## config.mk

```make
export PLATFORM = sky130hd
export DESIGN_NAME = decode_issue_ctrl
export DESIGN_NICKNAME = d
export VERILOG_FILES = /design/src/rtl/decode_issue_ctrl.sv
export SDC_FILE = /design/constraint.sdc
export NUM_CORES = 1
export LEC_CHECK = 0
export BUFFER_PORTS_ARGS = -buffer_cell sky130_fd_sc_hd__buf_4
export CORE_UTILIZATION = 47
export DETAILED_ROUTE_END_ITERATION = 7
export PLACE_DENSITY = 0.77
export SYNTH_ARGS = -nofsm -noshare
export SYNTH_HDL_FRONTEND = slang
export SYNTH_SLANG_ARGS = --single-unit
```

## constraint.sdc

```tcl
create_clock -name CLK -period 5.4 [get_ports CLK]
set_input_delay 1.08 -clock CLK [delete_from_list [all_inputs] [get_ports CLK]]
set_output_delay 1.08 -clock CLK [all_outputs]
set_load 0.01 [all_outputs]
```

## src/rtl/decode_issue_ctrl.sv

```systemverilog
// -----------------------------------------------------------------------------
// decode_issue_ctrl
//
// Issue controller between the decode stage's control register and the execute
// stage. Decoded control words {AR, BR, ALU, input, wren} are buffered in a
// 2-entry queue. Both sides use valid/ready handshakes. After a word with wren
// set issues, any head word that reads AR or BR is held for WB_LAT cycles
// (write-back interlock). FLUSH empties the queue and clears the interlock
// synchronously.
//
// Optional feature macro: DECODE_ISSUE_PERF_EN
//   When defined, this adds the CNT_W parameter and the STALL_CNT port. STALL_CNT
//   is a saturating count of cycles in which a queued head was held by the
//   interlock. Only RST clears it.
//
// Parameters:
//   WB_LAT  interlock length in cycles after a wren issue (1..15)
//   CNT_W   width of STALL_CNT (only with DECODE_ISSUE_PERF_EN)
//
// Ports:
//   CLK, RST                      clock, asynchronous active-high reset
//   FLUSH                         synchronous flush of queue and interlock
//   IN_VALID / IN_READY           upstream handshake
//   AR_IN..wren_IN                incoming control word
//   OUT_VALID / OUT_READY         execute-side handshake
//   AR_OUT..wren_OUT              head control word (0 when empty)
//   STALL_CNT                     interlock stall count (perf build only)
// -----------------------------------------------------------------------------
module decode_issue_ctrl #(
  parameter int WB_LAT = 2
`ifdef DECODE_ISSUE_PERF_EN
  , parameter int CNT_W = 16
`endif
) (
  input  logic CLK,
  input  logic RST,
  input  logic FLUSH,
  input  logic IN_VALID,
  output logic IN_READY,
  input  logic AR_IN,
  input  logic BR_IN,
  input  logic ALU_IN,
  input  logic input_IN,
  input  logic wren_IN,
  output logic OUT_VALID,
  input  logic OUT_READY,
  output logic AR_OUT,
  output logic BR_OUT,
  output logic ALU_OUT,
  output logic input_OUT,
  output logic wren_OUT
`ifdef DECODE_ISSUE_PERF_EN
  , output logic [CNT_W-1:0] STALL_CNT
`endif
);

  typedef enum logic [1:0] {
    EMPTY = 2'd0,
    ONE   = 2'd1,
    FULL  = 2'd2
  } state_t;

  localparam logic [3:0] WB_LAT_L = 4'(WB_LAT);

  state_t     state_reg, state_next;
  logic [4:0] head_reg, head_next;
  logic [4:0] tail_reg, tail_next;
  logic [3:0] ilk_reg, ilk_next;

  logic [4:0] in_word;
  logic [4:0] head_word;
  logic       blocked;
  logic       push;
  logic       pop;

  // Word layout: [4]=AR [3]=BR [2]=ALU [1]=input [0]=wren
  assign in_word   = {AR_IN, BR_IN, ALU_IN, input_IN, wren_IN};
  // The head register may hold a stale word while empty, so mask it here.
  assign head_word = (state_reg != EMPTY) ? head_reg : 5'd0;

  // Only AR/BR readers depend on the pending write-back.
  assign blocked   = (ilk_reg != 4'd0) && (head_word[4] || head_word[3]);

  assign IN_READY  = (state_reg != FULL) && !FLUSH;
  assign OUT_VALID = (state_reg != EMPTY) && !blocked && !FLUSH;
  assign push      = IN_VALID && IN_READY;
  assign pop       = OUT_VALID && OUT_READY;

  assign {AR_OUT, BR_OUT, ALU_OUT, input_OUT, wren_OUT} = head_word;

  always_comb begin
    state_next = state_reg;
    head_next  = head_reg;
    tail_next  = tail_reg;
    ilk_next   = ilk_reg;

    if (ilk_reg != 4'd0) begin
      ilk_next = ilk_reg - 4'd1;
    end
    // A wren issue restarts the window, which overrides the decrement.
    if (pop && head_word[0]) begin
      ilk_next = WB_LAT_L;
    end

    case (state_reg)
      EMPTY: begin
        if (push) begin
          head_next  = in_word;
          state_next = ONE;
        end
      end
      ONE: begin
        if (push && pop) begin
          // The old head leaves, so the incoming word takes its place.
          head_next = in_word;
        end else if (push) begin
          tail_next  = in_word;
          state_next = FULL;
        end else if (pop) begin
          state_next = EMPTY;
        end
      end
      FULL: begin
        // IN_READY is low in FULL, so only a pop can happen.
        if (pop) begin
          head_next  = tail_reg;
          state_next = ONE;
        end
      end
      default: begin
        state_next = EMPTY;
      end
    endcase

    // The handshakes are already suppressed during FLUSH. This branch only clears
    // the occupancy and the interlock.
    if (FLUSH) begin
      state_next = EMPTY;
      ilk_next   = 4'd0;
    end
  end

  always_ff @(posedge CLK or posedge RST) begin
    if (RST) begin
      state_reg <= EMPTY;
      head_reg  <= 5'd0;
      tail_reg  <= 5'd0;
      ilk_reg   <= 4'd0;
    end else begin
      state_reg <= state_next;
      head_reg  <= head_next;
      tail_reg  <= tail_next;
      ilk_reg   <= ilk_next;
    end
  end

`ifdef DECODE_ISSUE_PERF_EN
  logic [CNT_W-1:0] stall_cnt_reg;
  logic             stall_inc;

  assign stall_inc = (state_reg != EMPTY) && blocked && !FLUSH;

  // Saturating counter. FLUSH does not clear it, so it accumulates across flushes.
  always_ff @(posedge CLK or posedge RST) begin
    if (RST) begin
      stall_cnt_reg <= '0;
    end else if (stall_inc && (stall_cnt_reg != {CNT_W{1'b1}})) begin
      stall_cnt_reg <= stall_cnt_reg + CNT_W'(1);
    end
  end

  assign STALL_CNT = stall_cnt_reg;
`endif

endmodule

```

==> results of run 1 <==
layout make-up:
| type | instances | area share, % |
|---|---|---|
| flip-flops and latches | 16 | 37.8 |
| clock buffers | 4 | 3.43 |
| well taps | 25 | 2.96 |
| inverters | 4 | 1.42 |
| multi-input cells | 65 | 43.0 |
| repair buffers | 16 | 11.3 |
placed cells by master, fill, tap and decap left out, types with 3 or more instances in the layout:
cell and instances:
clkbuf_4 3, a21oi_1 3, and2_1 5, inv_1 4, dfrtp_1 16, buf_4 16, nor2_1 20, mux2_2 11
nand2_1 4
critical path: stages (launching register included):
cell     delay (ns)
dfrtp_1        0.39
inv_1          0.10
ha_1           0.23
nor3b_4        0.30
o211a_1        0.18
buf_4          0.11
metrics by stage:
step / total power [uW] / cell area, sq um / cells / setup WS (ns)
floorplan: 361 / 878 / 86 / 3.00
detailed placement: 423 / 1020 / 126 / 2.74
global placement: 408 / 1020 / 126 / 2.75
finish: 498 / 1060 / 130 / 2.73
CTS: 503 / 1060 / 130 / 2.71
global route: 531 / 1060 / 130 / 2.63
logic make-up after synthesis:
kind of cell    share of synthesized area, %
compound gates                          10.1
xor+xnor                               0.997
fa+ha+maj                               1.42
buf+inv                                 2.56
flops                                   45.6
mux                                     14.1
simple gates                            25.2
path summary, 6_finish.rpt:
path                        startpoint  slack [ns]           to  cells past startpoint
setup / recovery            ilk_reg[0]        2.73    OUT_VALID                      5
max in group asynchronous          RST        4.15   ilk_reg[0]                      2
hold reg to reg            head_reg[2]        0.52  head_reg[2]                      1
setup reg to reg            ilk_reg[0]        3.46  head_reg[2]                      6
min in group asynchronous          RST        0.86  head_reg[4]                      2
hold / removal             head_reg[2]        0.52  head_reg[2]                      1
power groups by stage:
stage               combinational (uW)  sequential [uW]  clock (uW)
global placement                   207              202           0
detailed placement                 215              208           0
floorplan                          164              197           0
finish                             213              204        80.4
global route                       236              211        84.8
CTS                                216              205        81.7
per-layer routing:
metal | GRT usage (%) | vias to the layer above | part of all wire [%]
met4 | 9.09 | 0 | 0.60
met2 | 35.1 | 12 | 55
met5 | 0 | - | 0
li1 | - | 333 | -
met1 | 21.1 | 333 | 42
met3 | 2.40 | 2 | 2.4
==> results.py, run 1 <==
metrics = {
    "yosys": {
        "synth_top_cell_by_area": "dfrtp_1",
        "avgSynthCellArea_sq_um": 10.2,
        "synth_top_area_share_pct": 45.6,
        "synth_cell_type_count": 28,
        "ys_warn_count": 0,
        "async_flop_share_pct": 100,
        "synth_nets": 97,
        "synthTopCellsByArea": "dfrtp_1 (46%), mux2_2 (14%), nor2_1 (8.5%)",
        "synth-seq-cells": 16,
        "synth_ff_type": "dfrtp_1",
        "synth_area_sq_um": 878,
        "synth_edf_count": 0,
        "ys_seq_area_share_pct": 45.6,
        "syn_inst": 86,
        "yosysMostFrequentCell": "nor2_1",
        "yosys-top-cells-count": "nor2_1 (20), dfrtp_1 (16), mux2_2 (11), and2_1 (5)",
    },
    "critical_path": {
        "start_kind": "register",
        "path_class": "register to output pin",
        "critPathCaptureType": "output pin",
        "crit_arrival_ns": 1.59,
        "cp_max_fo": 5,
        "required_ns": 4.32,
    },
    "timing": {
        "setup-violations-final": 0,
        "tns_ns": 0,
        "skew_ns": 0.00128,
        "post-route-period-util_pct": 49.4,
        "drv_slew": 0,
        "slew_headroom_pct": 59.5,
        "tightest_slew_ns": 0.607,
        "finalHoldViolCount": 0,
        "rsz0062_at_grt": "no",
        "fin_crit_ns": 2.67,
        "maxClockFrequency_ghz": 0.375,
        "hold_slack_ns": 0.517,
    },
    "clock_tree": {
        "root_buffer": "clkbuf_4",
        "cts_num_sinks": 16,
        "hold_buffers": 0,
        "ctsLongestPathBuffers": 2,
        "cts_setup_buffers": 0,
        "post_cts_resize_count": 0,
        "cts_tree": "done",
        "htreeDepth": 1,
        "cts_buffers": 3,
        "cts.clk_slew.worst_paths_ns": 0.10,
        "insertion_delay_ns": 0.28,
    },
    "layout": {
        "syn2layout_area_growth_pct": 20.5,
        "layout.nets": 117,
        "seq_area_sq_um": 400,
        "diodes": 0,
        "drive_above_1_share_pct": 36.2,
        "utilization_pct": 60.6,
        "multi_input_area_sq_um": 455,
        "n_fill_cell": 155,
    },
    "power_and_ir_drop": {
        "p_int_uw": 326,
        "clkPwrFrac_pct": 16.1,
        "irDropWorstVdd_mv": 0.279,
        "power_switching_share_pct": 34.4,
        "p_sw_uw": 171,
        "power_density_mw_per_mm2": 470,
        "comb_power_share_pct": 42.8,
        "power.leakage_uw": 0.000493,
        "p_seq_share_pct": 41.0,
    },
    "die": {
        "die_h_microns": 45.2,
        "die_w_microns": 45.2,
        "ios": 17,
        "dieArea_sq_mm": 0.00205,
        "floorplan.rows": 15,
        "core_area_sq_mm": 0.00175,
        "initial_core_util_pct": 50.3,
    },
    "hold_path": {
        "hold_class": "register to register",
    },
    "placement": {
        "io_buffers": 16,
        "gp_congestion": 0.736,
        "place.detailed.hpwl_microns": 1310,
    },
    "grt": {
        "antenna_found_initial": 0,
        "grt_max_degree": 17,
        "track_usage_pct": 18.9,
        "grt_pass1_vias": 662,
        "grt_pass1_wl_microns": 2730,
        "overflow": 0,
    },
    "detailed_routing": {
        "drc": 0,
        "antenna_left": 0,
        "first_iter_violations": 3,
        "routed_via_density": 5.23,
        "wl_per_cell_microns": 12.9,
        "wirelength_microns": 1680,
        "vias": 680,
        "first_pass_iters": 4,
    },
    "outcome": {
        "status": "finished clean",
    },
    "job": {
        "max-cap-violations": 0,
    },
}
(Power assumes the default switching activity.)
==> inputs of run 2 (changes only) <==
PLACE_DENSITY = 0.79   (was 0.77)
clock period = 2.3 ns   (was 5.4 ns; I/O delays follow)
==> results.py, run 2 (synthesized netlist as in run 1, its figures left out) <==
metrics = {
    "placement": {
        "gp_congestion": 0.834,
        "io_buffers": 16,
        "place.detailed.hpwl_microns": 1240,
    },
    "die": {
        "dieArea_sq_mm": 0.00205,
        "ios": 17,
        "floorplan.rows": 15,
        "die_h_microns": 45.2,
        "die_w_microns": 45.2,
        "initial_core_util_pct": 50.3,
        "core_area_sq_mm": 0.00175,
    },
    "clock_tree": {
        "cts.clk_slew.worst_paths_ns": 0.10,
        "cts_setup_buffers": 0,
        "insertion_delay_ns": 0.29,
        "hold_buffers": 0,
        "htreeDepth": 1,
        "ctsLongestPathBuffers": 2,
        "cts_num_sinks": 16,
        "root_buffer": "clkbuf_4",
        "cts_tree": "done",
        "post_cts_resize_count": 0,
        "cts_buffers": 3,
    },
    "grt": {
        "overflow": 0,
        "grt_pass1_wl_microns": 2670,
        "antenna_found_initial": 0,
        "track_usage_pct": 18.9,
        "grt_max_degree": 17,
        "grt_pass1_vias": 644,
    },
    "detailed_routing": {
        "first_iter_violations": 10,
        "wl_per_cell_microns": 12.4,
        "routed_via_density": 5.22,
        "drc": 0,
        "wirelength_microns": 1620,
        "antenna_left": 0,
        "first_pass_iters": 4,
        "vias": 678,
    },
    "power_and_ir_drop": {
        "power.leakage_uw": 0.000493,
        "comb_power_share_pct": 42.7,
        "p_seq_share_pct": 41.1,
        "clkPwrFrac_pct": 16.1,
        "p_int_uw": 767,
        "p_sw_uw": 396,
        "irDropWorstVdd_mv": 0.494,
        "power_switching_share_pct": 34.1,
        "power_density_mw_per_mm2": 1100,
    },
    "timing": {
        "slew_headroom_pct": 58.9,
        "tns_ns": 0,
        "maxClockFrequency_ghz": 0.499,
        "setup-violations-final": 0,
        "post-route-period-util_pct": 87.1,
        "fin_crit_ns": 2.00,
        "finalHoldViolCount": 0,
        "skew_ns": 0.00727,
        "tightest_slew_ns": 0.615,
        "rsz0062_at_grt": "no",
        "hold_slack_ns": 0.239,
        "drv_slew": 0,
    },
    "critical_path": {
        "slowest_stage": "dfrtp_1",
        "path_class": "register to output pin",
        "r2r_cells": 6,
        "start_kind": "register",
        "cp_max_fo": 5,
        "crit_arrival_ns": 1.54,
        "worstPathBufferInverterCount": 2,
        "critPathMaxStageDelay_ns": 0.38,
        "crit_chain": "inv_1 > ha_1 > nor3b_4 > o211a_1 > buf_4",
        "required_ns": 1.84,
        "critPathCaptureType": "output pin",
        "crit_family": "flip-flops",
        "crit_cells": 5,
    },
    "layout": {
        "diodes": 0,
        "final_common_cell": "nor2_1",
        "drive_above_1_share_pct": 36.2,
        "final_cell_mix": "nor2_1 (20), dfrtp_1 (16), buf_4 (16)",
        "layout.nets": 117,
        "syn2layout_area_growth_pct": 20.5,
    },
    "hold_path": {
        "hold_class": "primary input to async pin",
    },
    "outcome": {
        "status": "finished clean",
    },
    "job": {
        "max-cap-violations": 0,
    },
}
run 2: cell counts in the layout (fill, tap and decap cells not counted):
No cell type changed its count.
run 2: final timing paths:
check	slack [ns]	startpoint	endpoint
setup / recovery	0.30	ilk_reg[0]	OUT_VALID
hold / removal	0.24	RST	tail_reg[1]
setup reg to reg	0.40	ilk_reg[0]	head_reg[3]
hold reg to reg	0.51	head_reg[1]	head_reg[1]
max in group asynchronous	1.66	RST	ilk_reg[1]
min in group CLK	0.40	FLUSH	ilk_reg[1]
run 2: power by group through the flow:
| stage | clock network, uW | logic, uW | registers (uW) |
|---|---|---|---|
| final | 188 | 497 | 478 |
| after CTS | 193 | 502 | 480 |
| after detailed placement | 0 | 500 | 485 |
| after floorplan | 0 | 385 | 462 |
| after global routing | 204 | 555 | 496 |
| after global placement | 0 | 485 | 477 |
run 2: metrics by stage:
step           cell area [sq um]  utilization [%]  cells  total power, uW  worst slack [ns]
3_3_place_gp                1020             58.6    126              963             0.466
4_1_cts                     1060             60.6    130             1180             0.276
6_report                    1060             60.6    130             1160             0.297
2_1_floorplan                878                -     86              847             0.563
5_1_grt                     1060             60.6    130             1250             0.180
3_5_place_dp                1020             58.6    126              985             0.401
run 2: cell type report:
class                      instances  area, sq um
inverter                           4         15.0
timing repair buffer              16          120
tap                               25         31.3
fill                             155          687
clock buffer                       4         36.3
multi-input combinational         65          455
sequential                        16          400
run 2: worst register-to-register path: stages, from the launching register on:
cell and delay, ns:
dfrtp_1 0.38, inv_1 0.09, ha_1 0.22, nor3b_4 0.29
o211ai_1 0.14, a21oi_2 0.30, mux2_2 0.38
run 2: routing by layer:
metal  part of all wire [%]  global-route usage (%)
met2                     47                    29.6
met3                    4.6                    3.60
met5                      0                       0
met4                    3.5                    13.3
met1                     45                    23.3
